`config.mk`:
```
export PLATFORM = sky130hd
export DESIGN_NAME = fib_filter_gen_flat
export DESIGN_NICKNAME = d
export VERILOG_FILES = /design/src/rtl/fib_filter_gen_pkg.sv /design/src/rtl/fib_filter_gen_if.sv /design/src/rtl/fib_filter_gen_step.sv /design/src/rtl/fib_filter_gen.sv /design/src/flat_wrapper.sv
export SDC_FILE = /design/constraint.sdc
export NUM_CORES = 1
export LEC_CHECK = 0
export CORE_MARGIN = 10
export CORE_UTILIZATION = 60
export DETAILED_ROUTE_END_ITERATION = 10
export PLACE_DENSITY = 0.93
export RECOVER_POWER = 25
export SYNTH_ARGS = -nofsm -noshare
export SYNTH_HDL_FRONTEND = slang
export SYNTH_SLANG_ARGS = --single-unit
export TNS_END_PERCENT = 20
```
`constraint.sdc`:
```
create_clock -name __clock -period 5.8 [get_ports __clock]
set_input_delay 1.16 -clock __clock [delete_from_list [all_inputs] [get_ports __clock]]
set_output_delay 1.16 -clock __clock [all_outputs]
set_load 0.01 [all_outputs]
```
`src/rtl/fib_filter_gen_pkg.sv`:
```
// Shared types and helpers for the Fibonacci stream generator.
package fib_gen_pkg;

  typedef enum logic [1:0] {IDLE, RUN, DONE} state_t;

  localparam logic [1:0] MODE_ALL  = 2'd0;
  localparam logic [1:0] MODE_EVEN = 2'd1;
  localparam logic [1:0] MODE_ODD  = 2'd2;

  // Mode 3 behaves like MODE_ALL.
  function automatic logic mode_pass(input logic [1:0] mode, input logic lsb);
    case (mode)
      MODE_EVEN: return !lsb;
      MODE_ODD:  return lsb;
      default:   return 1'b1;
    endcase
  endfunction

endpackage

```
`src/rtl/fib_filter_gen_if.sv`:
```
// Start/done framing plus ready/valid output stream of the Fibonacci generator.
interface fib_filter_gen_if #(
  parameter int unsigned WIDTH     = 32,
  parameter int unsigned IDX_WIDTH = 8
);
  logic                 __start;
  logic [WIDTH-1:0]     n;
  logic [1:0]           mode;
  logic                 __ready;
  logic                 __valid;
  logic [WIDTH-1:0]     __output_0;
  logic [IDX_WIDTH-1:0] __output_1;
  logic                 __done;
  logic                 __overflow;

  modport master (
    input  __start, n, mode, __ready,
    output __valid, __output_0, __output_1, __done, __overflow
  );

  modport slave (
    output __start, n, mode, __ready,
    input  __valid, __output_0, __output_1, __done, __overflow
  );
endinterface

```
`src/rtl/fib_filter_gen_step.sv`:
```
// One Fibonacci step: a+b with carry-out, and the parity filter decision on a.
module fib_step
  import fib_gen_pkg::*;
#(
  parameter int unsigned WIDTH = 32
) (
  input  logic [WIDTH-1:0] a,
  input  logic [WIDTH-1:0] b,
  input  logic [1:0]       mode,
  output logic [WIDTH-1:0] sum,
  output logic             carry,
  output logic             pass
);
  assign {carry, sum} = {1'b0, a} + {1'b0, b};
  assign pass         = mode_pass(mode, a[0]);
endmodule

```
`src/rtl/fib_filter_gen.sv`:
```
// Fibonacci term generator: filtered terms with index on a ready/valid stream,
// start/done framing and sticky word-overflow detection.
module fib_filter_gen
  import fib_gen_pkg::*;
#(
  parameter int unsigned WIDTH     = 32,
  parameter int unsigned IDX_WIDTH = 8
) (
  input  logic             __clock,
  input  logic             __reset_n,
  fib_filter_gen_if.master bus
);
  state_t               state;
  logic [WIDTH-1:0]     a, b, n_lat, sum;
  logic                 a_carry, b_carry, carry, pass;
  logic [1:0]           mode_lat;
  logic [IDX_WIDTH-1:0] idx;
  logic                 valid, done, ovf;
  logic [WIDTH-1:0]     out_term;
  logic [IDX_WIDTH-1:0] out_idx;
  logic                 slot_free;

  fib_step #(.WIDTH(WIDTH)) u_step (
    .a     (a),
    .b     (b),
    .mode  (mode_lat),
    .sum   (sum),
    .carry (carry),
    .pass  (pass)
  );

  assign slot_free = bus.__ready || !valid;

  always_ff @(posedge __clock or negedge __reset_n) begin
    if (!__reset_n) begin
      state    <= IDLE;
      a        <= '0;
      b        <= '0;
      a_carry  <= 1'b0;
      b_carry  <= 1'b0;
      idx      <= '0;
      n_lat    <= '0;
      mode_lat <= '0;
      valid    <= 1'b0;
      out_term <= '0;
      out_idx  <= '0;
      done     <= 1'b0;
      ovf      <= 1'b0;
    end else begin
      case (state)
        IDLE: begin
          done <= 1'b0;
          // The done cycle already sits in IDLE; a start seen alongside done is dropped.
          if (bus.__start && !done) begin
            n_lat    <= bus.n;
            mode_lat <= bus.mode;
            a        <= '0;
            b        <= {{(WIDTH-1){1'b0}}, 1'b1};
            a_carry  <= 1'b0;
            b_carry  <= 1'b0;
            idx      <= '0;
            ovf      <= 1'b0;
            state    <= RUN;
          end
        end
        RUN: begin
          if (slot_free) begin
            if (a_carry) begin
              valid <= 1'b0;
              ovf   <= 1'b1;
              state <= DONE;
            end else if (a >= n_lat) begin
              valid <= 1'b0;
              state <= DONE;
            end else begin
              valid <= pass;
              if (pass) begin
                out_term <= a;
                out_idx  <= idx;
              end
              a       <= b;
              a_carry <= b_carry;
              b       <= sum;
              b_carry <= b_carry | carry;
              idx     <= idx + 1'b1;
            end
          end
        end
        DONE: begin
          if (slot_free) begin
            valid <= 1'b0;
            done  <= 1'b1;
            state <= IDLE;
          end
        end
        default: state <= IDLE;
      endcase
    end
  end

  assign bus.__valid    = valid;
  assign bus.__output_0 = out_term;
  assign bus.__output_1 = out_idx;
  assign bus.__done     = done;
  assign bus.__overflow = ovf;
endmodule

```
`src/flat_wrapper.sv`:
```
// flat-port wrapper written by rule: the top's interface ports become plain ports
module fib_filter_gen_flat import fib_gen_pkg::*;
#(
  parameter int unsigned WIDTH     = 32,
  parameter int unsigned IDX_WIDTH = 8
)
  (__clock, __reset_n, bus___start, bus_n, bus_mode, bus___ready, bus___valid, bus___output_0, bus___output_1, bus___done, bus___overflow);
  fib_filter_gen_if #(.WIDTH(WIDTH), .IDX_WIDTH(IDX_WIDTH)) bus_i ();
  input  logic __clock;
  input  logic __reset_n;
  input wire logic [$bits(bus_i.__start)-1:0] bus___start;
  input wire logic [$bits(bus_i.n)-1:0] bus_n;
  input wire logic [$bits(bus_i.mode)-1:0] bus_mode;
  input wire logic [$bits(bus_i.__ready)-1:0] bus___ready;
  output wire logic [$bits(bus_i.__valid)-1:0] bus___valid;
  output wire logic [$bits(bus_i.__output_0)-1:0] bus___output_0;
  output wire logic [$bits(bus_i.__output_1)-1:0] bus___output_1;
  output wire logic [$bits(bus_i.__done)-1:0] bus___done;
  output wire logic [$bits(bus_i.__overflow)-1:0] bus___overflow;
  assign bus_i.__start = bus___start;
  assign bus_i.n = bus_n;
  assign bus_i.mode = bus_mode;
  assign bus_i.__ready = bus___ready;
  assign bus___valid = bus_i.__valid;
  assign bus___output_0 = bus_i.__output_0;
  assign bus___output_1 = bus_i.__output_1;
  assign bus___done = bus_i.__done;
  assign bus___overflow = bus_i.__overflow;
  fib_filter_gen #(.WIDTH(WIDTH), .IDX_WIDTH(IDX_WIDTH)) u_core (.__clock(__clock), .__reset_n(__reset_n), .bus(bus_i));
endmodule
```
==> flow_metrics.tcl, run 1 <==
set metrics [dict create \
    ant_nets 0 \
    swShare 0.386 \
    hold_class "flip-flop to flip-flop" \
    synth_area_sq_mm 0.00834 \
    pre_cts_ws_ns 1.73 \
    violations "capacitance limit, slew limit" \
    synth_top_cells_by_area "dfrtp_1 (46%), ha_1 (10%), mux2_4 (7.0%)" \
    stdcell_count 1033 \
    synth-edff-count 0 \
    cts.sinks 153 \
    ys_seq_elements 153 \
    setup_tns_ns 0 \
    yosysTopAreaCell "dfrtp_1" \
    die_area_sq_mm 0.0190 \
    crit_path_end_kind "flip-flop" \
    leakage_nw 4.80 \
    r2r-start "u_core.a[17]" \
    peakVddDrop_uv 295 \
    diodes 0 \
    reg2reg_depth 8 \
    overflow 0 \
    cp_max_fo 41 \
    cts_tree "built" \
    fillers 838 \
    synth-main-ff-cell "dfrtp_1" \
    worst_pin_slew_ns 2.61 \
    gp_congestion 0.924 \
    internal-power_mw 2.75 \
    fin_area_sq_mm 0.00990 \
    wl_per_cell_um 21.1 \
    switchingPower_mw 1.73 \
    nets 946 \
    hpwl_mm 13.7 \
    postPlaceCellArea_sq_mm 0.00927 \
    synth_top_cell_area_share 0.459 \
    grt_usage 0.232 \
    r2r_end "u_core.bus.__output_0[31]" \
    grt_pass1_vias 6689 \
    die_h_um 138 \
    rsz0062_at_grt "no" \
    post-route-drc-count 0 \
    drive_above_1_share 0.110 \
    setup_viol_count_final 0 \
    post-route-min-period_ns 3.90 \
    holdBufCountCts 0 \
    grt_pass1_wl_mm 35.2 \
    hp-start "u_core.bus.__output_0[22]" \
    yosysSeqAreaShare 0.459 \
    crit_required_ns 6.11 \
    cts_buffer_depth 2 \
    crit_end "u_core.bus.__output_0[31]" \
    finalWorstSetupSlack_ns 1.90 \
    routed-via-count 6734 \
    place_inst 1001 \
    yosys-top-cells-count "dfrtp_1 (153), ha_1 (67), nand2_1 (67)" \
    sequentialPowerShare 0.336 \
    synth.distinct_cells 67 \
    core_area_sq_mm 0.0138 \
    grt_max_degree 107 \
    wirelength_mm 21.8 \
    p_comb_frac 0.398 \
    cp-startpoint "u_core.a[17]" \
    cts_resized 0 \
    post-cts-setup-buffers 0 \
    arrival_ns 4.21 \
    ios 81 \
    synthMostInstantiatedCell "dfrtp_1" \
    h-tree-depth 4 \
    maxSlewHeadroom -0.739 \
    clk_pin_slew_worst_paths_ns 0.06 \
    power_density_mw_per_mm2 453 \
    cap_violations 1 \
    vias_per_cell 6.52 \
    period_share 0.673 \
    drt_iter0_markers 859 \
    port_buffers 80 \
    yosys_warnings 0 \
    firstDrtPassIters 7 \
    p_clk_frac 0.267 \
    antenna_found_initial 0 \
    die_w_um 138 \
    finalClockSkew_ns 0.00667 \
    slew_violations 107 \
    cp-start-kind "flip-flop" \
    status "finished with violations" \
    worstSetupPathType "flip-flop to flip-flop" \
    syn_inst 765 \
    rows 43 \
    max_freq_ghz 0.256 \
    root_buffer "clkbuf_16" \
    insertion_delay_ns 0.43 \
    r2r_slack_ns 1.90 \
    final_hold_viol_count 0 \
    syn_to_final_growth_pct 18.6 \
    start_util 0.606 \
    ys_async_sr_fraction 1.00 \
    cts_buffers 17 \
    syn_nets 871 \
    synth_area_per_cell_sq_um 10.9 \
]
==> cell type report <==
class | instances | area, sq um | share of cell area
multi-input combinational | 534 | 4200 | 0.424
clock buffer | 18 | 439 | 0.0444
clock inverter | 14 | 196 | 0.0198
inverter | 50 | 188 | 0.0190
sequential | 153 | 3830 | 0.387
tap | 180 | 225 | 0.0228
timing repair buffer | 84 | 826 | 0.0834
==> stage by stage <==
stage               hold WS (ns)  power [mW]  utilization
floorplan                  0.452        2.73            -
global placement           0.487        3.10        0.673
detailed placement         0.497        3.20        0.673
CTS                        0.515        4.45        0.719
global route               0.536        4.70        0.719
finish                     0.510        4.48        0.719
==> sequential cells by signal (all words and copies together) (netlist names), 2 cells and up <==
| name | cells |
|---|---|
| u_core.bus.__output_0 | 32 |
| u_core.a | 32 |
| u_core.state | 2 |
| u_core.n_lat | 32 |
| u_core.idx | 8 |
| u_core.b | 32 |
| u_core.bus.__output_1 | 8 |
| u_core.mode_lat | 2 |
==> per-layer routing <==
metal,vias to the layer above,track usage,share of wire
met2,355,0.382,0.49
met4,0,0.0805,0.026
met1,3344,0.295,0.40
li1,2962,-,-
met3,73,0.0514,0.079
met5,-,0,0
==> power groups by stage <==
| stage | sequential, mW | combinational, mW | clock [mW] |
|---|---|---|---|
| 2_1_floorplan | 1.47 | 1.26 | 0 |
| 6_report | 1.50 | 1.78 | 1.19 |
| 3_3_place_gp | 1.49 | 1.61 | 0 |
| 3_5_place_dp | 1.51 | 1.70 | 0 |
| 5_1_grt | 1.53 | 1.93 | 1.24 |
| 4_1_cts | 1.50 | 1.76 | 1.19 |
==> worst min-delay path by stage <==
stage / to / depth (start not counted)
2_1_floorplan: u_core.n_lat[0] / 2
3_5_place_dp: u_core.bus.__output_0[27] / 1
5_1_grt: u_core.bus.__output_0[30] / 1
6_report: u_core.bus.__output_0[22] / 1
4_1_cts: u_core.bus.__output_0[22] / 1
3_3_place_gp: u_core.n_lat[0] / 2
==> logic make-up after synthesis <==
| logic type | count (synthesis) | synth area share |
|---|---|---|
| AOI/OAI and AO/OA | 237 | 0.202 |
| xor gates and xnor gates | 25 | 0.0262 |
| adders and majority gates | 68 | 0.103 |
| buffers and inverters | 78 | 0.0400 |
| DFF | 153 | 0.459 |
| muxes | 45 | 0.0778 |
| and+or+nand+nor | 159 | 0.0925 |
==> cell usage in the layout (no fill, tap or decap), types with 4 or more instances in the layout <==
master           instances
nand3_1                 10
o21a_1                   5
a21o_1                  19
a211oi_1                 8
inv_1                   50
o211ai_1                 8
o21ai_0                 55
nand2_1                 67
buf_4                    4
clkdlybuf4s50_1         79
nand2b_1                 9
a31oi_1                  5
nand4_1                  6
nor3_1                   5
bufinv_16                4
nor2_1                  28
dfrtp_1                153
clkbuf_16               17
or3_1                    7
a21oi_1                 43
ha_1                    67
xor2_1                   8
and2_1                   4
xnor2_1                 17
a32o_1                   6
mux2_4                  39
a22o_1                  53
==> worst max-delay path, cell delays in order, from the launching register on <==
cell	delay, ns
dfrtp_1	0.44
ha_1	0.33
a21oi_1	0.17
o21ai_0	0.16
a221oi_1	0.47
o211ai_2	0.29
or3_1	0.61
nor2_8	0.86
mux2_2	0.42
No activity file was read; power rests on OpenSTA's default activity.
==> run 2: changes to the inputs <==
--- a/config.mk
+++ b/config.mk
@@ -6,9 +6,9 @@
 export NUM_CORES = 1
 export LEC_CHECK = 0
 export CORE_MARGIN = 10
-export CORE_UTILIZATION = 60
+export CORE_UTILIZATION = 58
 export DETAILED_ROUTE_END_ITERATION = 10
-export PLACE_DENSITY = 0.93
+export PLACE_DENSITY = 0.91
 export RECOVER_POWER = 25
 export SYNTH_ARGS = -nofsm -noshare
 export SYNTH_HDL_FRONTEND = slang
==> constraint.sdc (replaced) <==
create_clock -name __clock -period 3.94 [get_ports __clock]
set_input_delay 0.788 -clock __clock [delete_from_list [all_inputs] [get_ports __clock]]
set_output_delay 0.788 -clock __clock [all_outputs]
set_load 0.01 [all_outputs]
==> run 2 against run 1 <==
Against the previous run: the run still ends with capacitance limit, slew limit left; worst setup slack lost 1.4 ns; total power increased by 49%; first-iteration DRC count down 22%; clock skew is essentially flat; final area rose by 0.68%; final cell count increased by 0.29%; clock power rose by 50%; clock-buffer cell count increased by 6; sequential power grew 47%; die area rose by 2.9%; critical path type unchanged; critical endpoint is now u_core.b[31].
==> flow_metrics.tcl, run 2 (synthesis gave the netlist of run 1 again) <==
set metrics [dict create \
    leakage_nw 4.84 \
    setup_viol_count_final 0 \
    r2r_end "u_core.b[31]" \
    cts_buffer_depth 2 \
    swShare 0.376 \
    insertion_delay_ns 0.43 \
    place_inst 1005 \
    cts.sinks 153 \
    rsz0062_at_grt "no" \
    postPlaceCellArea_sq_mm 0.00934 \
    post-route-drc-count 0 \
    worstSetupPathType "flip-flop to flip-flop" \
    wl_per_cell_um 20.7 \
    clk_pin_slew_worst_paths_ns 0.06 \
    mostFrequentLayoutCells "dfrtp_1 (153), clkdlybuf4s50_1 (79), nand2_1 (67), ha_1 (67), o21ai_0 (55)" \
    nets 950 \
    maxSlewHeadroom -0.827 \
    syn_to_final_growth_pct 19.5 \
    final_hold_viol_count 0 \
    arrival_ns 3.70 \
    cts_tree "built" \
    hold_path_depth 1 \
    antenna_found_initial 0 \
    reg2reg_depth 8 \
    cap_violations 1 \
    grt_pass1_wl_mm 35.1 \
    p_clk_frac 0.266 \
    p_comb_frac 0.404 \
    wirelength_mm 21.4 \
    firstDrtPassIters 6 \
    die_h_um 140 \
    die_area_sq_mm 0.0196 \
    die_w_um 140 \
    r2r_slack_ns 0.54 \
    root_buffer "clkbuf_16" \
    h-tree-depth 4 \
    post-cts-setup-buffers 0 \
    drt_iter0_markers 666 \
    setup_tns_ns 0 \
    r2r-start "u_core.a[2]" \
    overflow 0 \
    power_mw 6.70 \
    hp-start "u_core.bus.__output_0[4]" \
    worst_pin_slew_ns 2.74 \
    gp_congestion 0.893 \
    violations "capacitance limit, slew limit" \
    cp_max_fo 6 \
    internal-power_mw 4.18 \
    finalClockSkew_ns 0.00687 \
    holdBufCountCts 0 \
    diodes 0 \
    fin_area_sq_mm 0.00997 \
    core_area_sq_mm 0.0140 \
    drive_above_1_share 0.110 \
    grt_pass1_vias 6653 \
    hpwl_mm 14.2 \
    grt_usage 0.219 \
    peakVddDrop_uv 532 \
    grt_max_degree 77 \
    cp-start-kind "flip-flop" \
    hold_class "flip-flop to flip-flop" \
    port_buffers 80 \
    ant_nets 0 \
    vias_per_cell 6.25 \
    start_util 0.596 \
    sequentialPowerShare 0.330 \
    period_share 0.862 \
    crit_required_ns 4.24 \
    post-route-min-period_ns 3.40 \
    final_common_cell "dfrtp_1" \
    rows 43 \
    status "finished with violations" \
    ios 81 \
    cts_buffers 17 \
    stdcell_count 1036 \
    crit_path_end_kind "flip-flop" \
    cts_resized 0 \
    slew_violations 53 \
    power_density_mw_per_mm2 672 \
    routed-via-count 6476 \
    max_freq_ghz 0.294 \
    switchingPower_mw 2.52 \
    min_to "u_core.bus.__output_0[4]" \
]
==> run 2: metal layers <==
| metal | GRT usage | up-vias | wire length, um |
|---|---|---|---|
| li1 | - | 2964 | - |
| met1 | 0.276 | 3193 | 8850 |
| met2 | 0.363 | 271 | 10800 |
| met3 | 0.0507 | 48 | 1350 |
| met4 | 0.0745 | 0 | 460 |
| met5 | 0 | - | 0 |
==> run 2: power by group through the flow <==
stage / sequential (mW) / combinational [mW] / clock (mW)
floorplan: 2.17 / 1.86 / 0
global placement: 2.20 / 2.48 / 0
detailed placement: 2.22 / 2.59 / 0
CTS: 2.20 / 2.69 / 1.78
global route: 2.25 / 2.94 / 1.85
finish: 2.21 / 2.70 / 1.78
==> run 2: worst max-delay path, cell delays in order, from the launching register on <==
cell and delay, ns:
dfrtp_1 0.45, ha_1 0.30, a211oi_1 0.49, o211ai_1 0.23, a2111oi_1 0.76, o41ai_2 0.34
a2111oi_0 0.44, o31a_1 0.21, o2bb2ai_1 0.06
==> run 2: how the worst max path moves through the flow <==
stage	startpoint	slack, ns	endpoint
2_1_floorplan	u_core.a[30]	1.27	u_core.bus.__output_0[0]
3_3_place_gp	bus___ready	0.65	u_core.bus.__output_0[17]
3_5_place_dp	bus___ready	0.60	u_core.bus.__output_0[21]
4_1_cts	u_core.a[17]	0.64	u_core.bus.__output_0[18]
5_1_grt	__reset_n	0.24	u_core.a[21]
6_report	u_core.a[2]	0.54	u_core.b[31]
==> run 2: layout make-up <==
cell class / count / area (sq um)
fill: 884 / 4020
tap: 180 / 225
timing repair buffer: 88 / 890
multi-input combinational: 534 / 4200
clock inverter: 7 / 138
clock buffer: 24 / 502
sequential: 153 / 3830
inverter: 50 / 188
==> run 2: through the flow <==
| stage | util | hold slack [ns] | worst slack (ns) |
|---|---|---|---|
| 3_3_place_gp | 0.667 | 0.489 | 0.651 |
| 4_1_cts | 0.713 | 0.297 | 0.644 |
| 3_5_place_dp | 0.667 | 0.490 | 0.599 |
| 6_report | 0.712 | 0.519 | 0.542 |
| 5_1_grt | 0.712 | 0.528 | 0.240 |
| 2_1_floorplan | - | 0.452 | 1.27 |
==> run 3: changes to the inputs <==
--- a/config.mk
+++ b/config.mk
@@ -5,11 +5,13 @@
 export SDC_FILE = /design/constraint.sdc
 export NUM_CORES = 1
 export LEC_CHECK = 0
+export ABC_AREA = 1
 export CORE_MARGIN = 10
-export CORE_UTILIZATION = 58
+export CORE_UTILIZATION = 59
 export DETAILED_ROUTE_END_ITERATION = 10
 export PLACE_DENSITY = 0.91
 export RECOVER_POWER = 25
+export REMOVE_ABC_BUFFERS = 1
 export SYNTH_ARGS = -nofsm -noshare
 export SYNTH_HDL_FRONTEND = slang
 export SYNTH_SLANG_ARGS = --single-unit
==> run 3 against run 2 <==
Against the previous run: routed wire length rose by 16%; critical endpoint is now u_core.a[18]; non-clock buffer count did not move; highest routed layer unchanged; synthesized cell count rose by 70%; via count rose by 35%; the flow still finishes with violations (capacitance limit, slew limit); worst hold slack got worse by 0.051 ns; clock-buffer cell count fell by 6; combinational power fell by 38%; core utilization fell by 2.1 points; register-to-register slack improved by 0.47 ns; worst setup slack improved by 0.47 ns.
==> flow_metrics.tcl, run 3 <==
set metrics [dict create \
    status "finished with violations" \
    violations "capacitance limit, slew limit" \
    fillers 1340 \
    post-route-min-period_ns 2.93 \
    ys_async_sr_fraction 1.00 \
    cts_resized 0 \
    final_hold_viol_count 0 \
    pre_cts_ws_ns 0.828 \
    yosys-top-cells-count "nand2_1 (422), inv_1 (203), dfrtp_1 (153)" \
    period_share 0.742 \
    grt_pass1_vias 8745 \
    drt_iter0_markers 797 \
    syn_inst 1301 \
    synth_top_cell_area_share 0.406 \
    gp_congestion 0.933 \
    rows 46 \
    setup_viol_count_final 0 \
    core_area_sq_mm 0.0158 \
    cts_buffer_depth 2 \
    power_mw 5.26 \
    die_area_sq_mm 0.0214 \
    crit_required_ns 4.29 \
    power_density_mw_per_mm2 482 \
    overflow 0 \
    insertion_delay_ns 0.44 \
    max_freq_ghz 0.342 \
    worst_pin_slew_ns 1.97 \
    finalWorstSetupSlack_ns 1.02 \
    synth-main-ff-cell "dfrtp_1" \
    clk_pin_slew_worst_paths_ns 0.06 \
    ant_nets 0 \
    die_h_um 146 \
    root_buffer "clkbuf_16" \
    h-tree-depth 4 \
    grt_max_degree 80 \
    synth.distinct_cells 35 \
    peakVddDrop_uv 416 \
    final_util 0.692 \
    cap_violations 1 \
    diodes 0 \
    stdcell_count 1593 \
    cts_tree "built" \
    post-cts-setup-buffers 0 \
    yosys_warnings 0 \
    drive_above_1_share 0.0392 \
    firstDrtPassIters 6 \
    ios 81 \
    r2r_slack_ns 1.02 \
    maxSlewHeadroom -0.314 \
    yosysTopAreaCell "dfrtp_1" \
    cp_max_fo 25 \
    yosysSeqAreaShare 0.406 \
    port_buffers 80 \
    synth_area_per_cell_sq_um 7.24 \
    start_util 0.598 \
    grt_usage 0.235 \
    regArea_sq_mm 0.00383 \
    setup_tns_ns 0 \
    cp-start-kind "flip-flop" \
    worstSetupPathType "flip-flop to flip-flop" \
    nets 1470 \
    whs_ns 0.467 \
    vias_per_cell 5.47 \
    place_inst 1561 \
    rsz0062_at_grt "no" \
    postPlaceCellArea_sq_mm 0.0103 \
    mostFrequentLayoutCells "nand2_1 (421), inv_1 (202), dfrtp_1 (153)" \
    arrival_ns 3.28 \
    final_common_cell "nand2_1" \
    finalClockSkew_ns 0.00938 \
    cts_buffers 17 \
    syn_to_final_growth_pct 15.7 \
    hpwl_mm 17.1 \
    synthMostInstantiatedCell "nand2_1" \
    fin_area_sq_mm 0.0109 \
    die_w_um 146 \
    synth_area_sq_mm 0.00942 \
    cts.sinks 153 \
    post-route-drc-count 0 \
    slew_violations 79 \
    synth_top_cells_by_area "dfrtp_1 (41%), nand2_1 (17%), ha_1 (8.9%)" \
    synth-edff-count 0 \
    leakage_nw 5.80 \
    routed-via-count 8716 \
    antenna_found_initial 0 \
    grt_pass1_wl_mm 42.1 \
    wl_per_cell_um 15.6 \
    holdBufCountCts 0 \
    ys_seq_elements 153 \
    hold_class "flip-flop to flip-flop" \
    multi_input_area_sq_mm 0.00459 \
    wirelength_mm 24.8 \
    crit_path_end_kind "flip-flop" \
]
[run 3: logic make-up (layout without fill, tap and decap cells)]
family,after synthesis,count (layout),synth area share
adder cells (fa/ha/maj),68,68,0.0911
flip-flops,153,153,0.406
XOR/XNOR,17,17,0.0158
AND/OR/NAND/NOR,662,662,0.292
AO/OA/AOI/OAI,153,153,0.0856
buffers and inverters,248,324,0.109
[run 3: final timing paths]
| kind | startpoint | endpoint | cells past startpoint |
|---|---|---|---|
| min in group asynchronous | __reset_n | u_core.n_lat[11] | 1 |
| hold reg to reg | u_core.bus.__output_0[3] | u_core.bus.__output_0[3] | 2 |
| setup reg to reg | u_core.state[0] | u_core.a[18] | 8 |
| max in group asynchronous | __reset_n | u_core.idx[3] | 2 |
| hold / removal | u_core.bus.__output_0[3] | u_core.bus.__output_0[3] | 2 |
| setup / recovery | u_core.state[0] | u_core.a[18] | 8 |
[run 3: routing by layer]
metal | global-route usage | wire length [um]
met1 | 0.295 | 10800
met4 | 0.0756 | 540
met2 | 0.400 | 12100
met3 | 0.0460 | 1350
met5 | 0 | 0
[run 3: area by class of cell]
type                    count  share of cell area
repair buffers             88              0.0796
flip-flops and latches    153               0.351
multi-input cells         900               0.420
clock buffers              18              0.0403
clock inverters            14              0.0137
well taps                 216              0.0248
inverters                 204              0.0702
[run 3: where the power goes]
part	total (mW)	internal [mW]	switching, mW	leakage, nW
clock network	1.66	0.952	0.704	0.284
registers	1.92	1.80	0.114	2.07
logic	1.68	0.432	1.25	3.45
total	5.26	3.19	2.07	5.80
[run 3: worst max-delay path: stages, from the launching register on]
cell     delay, ns
dfrtp_1       0.46
nand2_1       0.45
inv_2         0.17
a21oi_2       0.21
nand2_1       0.14
a21oi_2       0.22
nand4_2       0.52
buf_4         0.45
o21ai_0       0.20
